--- src/rtl/mem_copy_pkg.sv ---
// Shared definitions for the byte-wide memory copy/fill engine.
// Holds the FSM state encoding and the operation mode codes.
package mem_copy_pkg;

  typedef enum logic [1:0] {
    IDLE  = 2'd0,
    READ  = 2'd1,
    WRITE = 2'd2,
    DONE  = 2'd3
  } state_t;

  localparam logic MODE_COPY = 1'b0;
  localparam logic MODE_FILL = 1'b1;

endpackage

--- src/rtl/mem_copy_engine.sv ---
// Memory copy/fill master for the single-port data memory.
// Copies or fills Length bytes, keeping an 8-bit checksum of every byte written.
module mem_copy_engine
  import mem_copy_pkg::*;
#(
  parameter int AW = 8
) (
  input  logic          clk,
  input  logic          ResetN,
  input  logic          Start,
  input  logic          Mode,
  input  logic [AW-1:0] SrcAddr,
  input  logic [AW-1:0] DstAddr,
  input  logic [AW:0]   Length,
  input  logic [7:0]    FillValue,
  output logic          Busy,
  output logic          Done,
  output logic [7:0]    Checksum,
  output logic [AW-1:0] MemAddress,
  output logic          MemRead,
  output logic          MemWrite,
  output logic [7:0]    MemWrData,
  input  logic [7:0]    MemRdData
);

  state_t        r_state;
  logic [AW-1:0] r_src;
  logic [AW-1:0] r_dst;
  logic [AW:0]   r_len;
  logic [AW:0]   r_cnt;
  logic          r_mode;
  logic [7:0]    r_fill;
  logic [7:0]    r_hold;
  logic [7:0]    r_sum;

  logic [7:0]    w_wrData;
  logic          w_last;

  assign w_wrData = (r_mode == MODE_FILL) ? r_fill : r_hold;
  // Counter is AW+1 bits wide so a full-memory transfer (Length = 2**AW) terminates.
  assign w_last   = ((r_cnt + (AW+1)'(1)) == r_len);

  assign Busy     = (r_state == READ) || (r_state == WRITE);
  assign Done     = (r_state == DONE);
  assign Checksum = r_sum;

  always_comb begin
    MemAddress = '0;
    MemRead    = 1'b0;
    MemWrite   = 1'b0;
    MemWrData  = '0;
    case (r_state)
      READ: begin
        MemAddress = r_src;
        MemRead    = 1'b1;
      end
      WRITE: begin
        MemAddress = r_dst;
        MemWrite   = 1'b1;
        MemWrData  = w_wrData;
      end
      default: ;
    endcase
  end

  always_ff @(posedge clk or negedge ResetN) begin
    if (!ResetN) begin
      r_state <= IDLE;
      r_src   <= '0;
      r_dst   <= '0;
      r_len   <= '0;
      r_cnt   <= '0;
      r_mode  <= MODE_COPY;
      r_fill  <= '0;
      r_hold  <= '0;
      r_sum   <= '0;
    end else begin
      case (r_state)
        IDLE: begin
          if (Start) begin
            r_src  <= SrcAddr;
            r_dst  <= DstAddr;
            r_len  <= Length;
            r_mode <= Mode;
            r_fill <= FillValue;
            r_sum  <= '0;
            r_cnt  <= '0;
            if (Length == '0)
              r_state <= DONE;
            else if (Mode == MODE_FILL)
              r_state <= WRITE;
            else
              r_state <= READ;
          end
        end
        READ: begin
          r_hold  <= MemRdData;
          r_state <= WRITE;
        end
        WRITE: begin
          r_sum <= r_sum + w_wrData;
          r_src <= r_src + AW'(1);
          r_dst <= r_dst + AW'(1);
          r_cnt <= r_cnt + (AW+1)'(1);
          if (w_last)
            r_state <= DONE;
          else if (r_mode == MODE_FILL)
            r_state <= WRITE;
          else
            r_state <= READ;
        end
        default: r_state <= IDLE;
      endcase
    end
  end

endmodule

--- config.mk ---
export PLATFORM = sky130hd
export DESIGN_NAME = mem_copy_engine
export DESIGN_NICKNAME = d
export VERILOG_FILES = /design/src/rtl/mem_copy_pkg.sv /design/src/rtl/mem_copy_engine.sv
export SDC_FILE = /design/constraint.sdc
export NUM_CORES = 1
export LEC_CHECK = 0
export ABC_AREA = 1
export ABC_CLOCK_PERIOD_IN_PS = 3250
export CAP_MARGIN = 20
export CORE_UTILIZATION = 58
export CTS_BUF_LIST = sky130_fd_sc_hd__clkbuf_2 sky130_fd_sc_hd__clkbuf_4 sky130_fd_sc_hd__clkbuf_8
export CTS_CLUSTER_DIAMETER = 120
export CTS_CLUSTER_SIZE = 25
export DETAILED_ROUTE_END_ITERATION = 10
export PLACE_DENSITY_LB_ADDON = 0.25
export SYNTH_ARGS = -nofsm -noshare
export SYNTH_HDL_FRONTEND = slang
export SYNTH_SLANG_ARGS = --single-unit
--- constraint.sdc ---
create_clock -name clk -period 3.25 [get_ports clk]
set_clock_uncertainty 0.1 [all_clocks]
set_input_delay 0.65 -clock clk [delete_from_list [all_inputs] [get_ports clk]]
set_output_delay 0.65 -clock clk [all_outputs]
set_load 0.05 [all_outputs]
## Yosys cells after proc, flatten, opt, wreduce, memory -nomap -nowiden

Index checks and enable logic that the tools add are counted.

- Register bits after elaboration: 61
- Bits of input ports: 45
- Output and inout bits: 28
- Word-level logic and storage cells: 43

- Add/sub/neg operators: 4
- Equality and inequality tests: 5
- Mux-type cells: 19
- Reduce and logical (&&, ||, !) cells: 6

Operator list:

| cell | number |
|---|---|
| one-hot mux 8 bit (2 select lines) | 4 |
| 2-to-1 mux 8 bit | 5 |
| one-hot mux 9 bit (2 select lines) | 1 |
| adder 8 x 1 -> 8 bit (second input constant) | 2 |
| 2-to-1 mux 2 bit | 5 |
| adder 9 x 1 -> 9 bit (second input constant) | 1 |
| equality test 9 bit | 1 |
| zero test 9 bit | 1 |
| 2-to-1 mux 9 bit | 1 |
| adder 8 bit | 1 |
| one-hot mux 2 bit (3 select lines) | 1 |
| equality test 2 bit (second input constant) | 2 |
| AND reduction 2 bit | 2 |
| equality test 2 x 1 -> 1 bit (second input constant) | 1 |
| zero test 2 bit | 1 |
| 2-to-1 mux 1 bit | 2 |
| != test 2 bit (second input constant) | 1 |
| nonzero test 2 bit | 1 |
| logical OR 1 bit | 1 |

## Longest topological paths before layout

- Depth in word-level cells: 4
- Depth in mapped cells: 15
- Mapped depth without buffers: 15

## Worst setup path after synthesis

OpenSTA, ideal clock, no wires.

- Path type: register to output
- From: register r_state[1]
- To: output MemAddress[0]
- Arrival time: 2,438 ps
- Required time: 2,500 ps
- Path slack: 62 ps
- Cell stages (with the launch flop): 7
- Path buffers: 2
- Cell sequence: dfrtp_1 -> inv_1 -> ha_1 -> clkbuf_1 -> clkbuf_1 -> nand2_1 -> a21oi_1

- Longest elaborated chain between the ends: 2

RTL lines:

| item | RTL line | text |
|---|---|---|
| start, declared | mem_copy_engine.sv:26 | `state_t r_state;` |
| start signal, assigned | mem_copy_engine.sv:68 | `r_state <= IDLE;` |
| start signal, assigned | mem_copy_engine.sv:89 | `r_state <= DONE;` |
| start signal, assigned | mem_copy_engine.sv:91 | `r_state <= WRITE;` |
| equality test 2 bit / equality test 2 x 1 -> 1 bit (equally long branches) | mem_copy_engine.sv:52 | `case (r_state)` |
| one-hot mux 8 bit (2 select lines) (*) | mem_copy_engine.sv:52 |  |
| end, declared | mem_copy_engine.sv:19 | `output logic [AW-1:0] MemAddress,` |

Every way passes the cells marked *; elsewhere a longest branch is shown, timed or not.

## Worst setup path in the final report

- From: register r_state[0]
- To: output MemWrite

- Longest elaborated chain between the ends: 2

RTL lines:

| item | RTL line | text |
|---|---|---|
| equality test 2 bit | mem_copy_engine.sv:52 |  |
| 2-to-1 mux 1 bit | mem_copy_engine.sv:52 |  |
| end, declared | mem_copy_engine.sv:21 | `output logic MemWrite,` |

Every way passes these cells.

==> reports/results.txt <==
DRC Markers - 0
Final #Nets - 595
CP Class - flop to primary output
Distinct cells, synth - 34
DIE AREA - 6550 µm²
clock latency on the worst-skew pair - 340 ps
Synth Net Count - 519
Hold Crit Class - input pin to async pin
FFs w/ async S/R, synth - 1.00
GPL Wtd Cong - 0.921
largest net degree at the start of global routing - 30
CTS Root Cell - clkbuf_8
H-tree levels - 3
CTS tree - built
slowest CP cell - clkdlybuf4s50_1
worst-margin pin slew - 529 ps
gr busiest metal - met2
cts-stage hold buffer count - 0
final setup TNS - 0 ps
FP Rows - 28
final setup vio count - 0
Pre-antenna DRT Iters - 8
Area contributors post-synth - dfrtp_1, nand2_1, mux2_2, a21oi_1, ha_1
Max Slew Vio Count - 0
first-pass GRT wire length - 15100 µm
Post-synth EDFFs - 0
Via density - 5.62
Clock transition at path regs - 70 ps
DIE WIDTH - 80.9 µm
initial drt markers - 321
Worst setup EP type - primary output
final total power - 4.82 mW
TritonCTS Buffers - 9
synthesized area - 3610 µm²
r2r startpoint - r_state[0]
Sink Count - 61
CP startpoint kind - flop
Final Instance Count excl. Fillers - 613
DIE HEIGHT - 80.9 µm
Ys Warns - 0
top cells by count, synth - nand2_1, dfrtp_1, inv_1, a21oi_1, nor2_1
share of layout cells above drive strength 1 - 0.143
Critical Path Start - r_state[0]
RSZ-0062 raised after global routing - no
initial antenna violation count - 0
antenna-violating nets left - 0
# resized after CTS - 0
PnR worst setup slack - 480 ps
leading area contributor after synthesis - dfrtp_1
Max-cap violations - 0
crit path DAT - 2020 ps
status - completed
Synth Flop Type - dfrtp_1
met3 global-route usage - 0.0618
Initial Utilization - 0.607
post-synthesis cell count - 459
Mean Syn Cell Area - 7.88 µm²
All-Layer GR Usage - 0.304
Remaining Overflow, GRT - 0
maximum VDD drop - 0.670 mV
max incr delay on CP - 850 ps
largest delay contributor family on the critical path - buffers and inverters
number of synthesized register bits - 61
# diodes - 0
area share of the largest cell type after synthesis - 0.422
DRT Wirelength - 9160 µm
Lkg Pwr - 2.18 nW
dpl hpwl - 6670 µm
slew margin rel. - 0.647
power density over the cells - 1040 nW/µm²
P&R area growth vs syn - 28.7%
io pins - 73
pre-CTS setup slack - 854 ps
sequential area share after synthesis - 0.422
min cycle time layout - 2770 ps
final hold vios - 0
crit path max fanout - 8
Buf/Inv on CP - 2
number of global-route vias before repair - 3353
Core ar. - 5960 µm²
count leader, synth - nand2_1
worst-path cell chain - inv_1 > ha_1 > clkdlybuf4s50_1
IO Port Bufs - 72
Placed Cells incl. Taps - 599
period utilization - 0.852
# Post-CTS Setup Buffers - 0
met1 track utilization from global routing - 0.376
met2 track demand over resource - 0.523
CP required - 2500 ps
drt wl/cell - 14.9 µm
Vias - 3446
CTS max path bufs - 2
FMAX - 361 MHz
cell usage in the layout (no fill, tap or decap), types with 3 or more instances in the layout:
cell               n
inv_1             38
nor3_1             3
a21oi_1           35
clkdlybuf4s50_1   55
nor2_1            32
o22ai_1            5
ha_1              14
o21ai_1            5
inv_2              5
o21ai_0           29
nand3_1           31
buf_4             16
buf_12             8
xor2_1             4
nand2_2            9
a22o_1             4
mux2_2            18
nor2_4             4
dfrtp_1           61
clkbuf_8          13
o211ai_1           4
nand2_1          129
flip-flops by register name, summed over array words and instances, names as in the netlist, 2 cells and up:
signal,cells
r_state,2
r_fill,8
Checksum,8
r_src,8
r_cnt,9
r_len,9
r_hold,8
r_dst,8
worst register-to-register path, cell delays in order, from the launching register on:
cell,delay (ps)
dfrtp_1,420
inv_1,100
ha_1,310
inv_2,270
o21ai_2,430
inv_2,280
a21oi_1,200
o21ai_0,100
nand2_1,80
inv_1,30
metrics by stage:
step / util / area (µm²) / hold slack (ps)
floorplan: - / 3610 / 254
global placement: 0.750 / 4470 / 388
detailed placement: 0.750 / 4470 / 396
CTS: 0.781 / 4650 / 76.5
global route: 0.781 / 4650 / 75.8
finish: 0.781 / 4650 / 71.9
report_power, final:
part	switching [mW]	internal [mW]
clock network	0.284	0.351
logic	1.75	1.05
registers	0.282	1.10
routing by layer:
metal | routed length (µm) | vias to the layer above
met3 | 474 | 18
li1 | - | 1666
met4 | 133 | 0
met5 | 0 | -
met2 | 4650 | 117
met1 | 3910 | 1645
cell type report:
cell class              instances  area (µm²)
clock buffers                  13         179
clock inverters                 1        5.00
fillers                       424        1300
inverters                      43         161
multi-input cells             340        1850
flip-flops and latches         61        1530
well taps                      75        93.8
repair buffers                 80         836
kinds of logic after synthesis:
| group | count (synthesis) | synth area share |
|---|---|---|
| compound gates | 89 | 0.138 |
| xor+xnor | 6 | 0.0145 |
| fa+ha+maj | 15 | 0.0540 |
| buf+inv | 58 | 0.0658 |
| flops | 61 | 0.422 |
| mux | 18 | 0.0561 |
| simple gates | 212 | 0.250 |
path summary, 6_finish.rpt:
kind / slack [ps] / end / cells past startpoint
setup / recovery: 480 / MemWrite / 3
hold / removal: 70 / r_dst[4] / 1
min in group clk: 410 / r_fill[7] / 1
hold reg to reg: 410 / r_fill[7] / 1
max in group asynchronous: 2320 / r_hold[5] / 2
setup reg to reg: 820 / r_src[4] / 9
(Power assumes the default switching activity.)
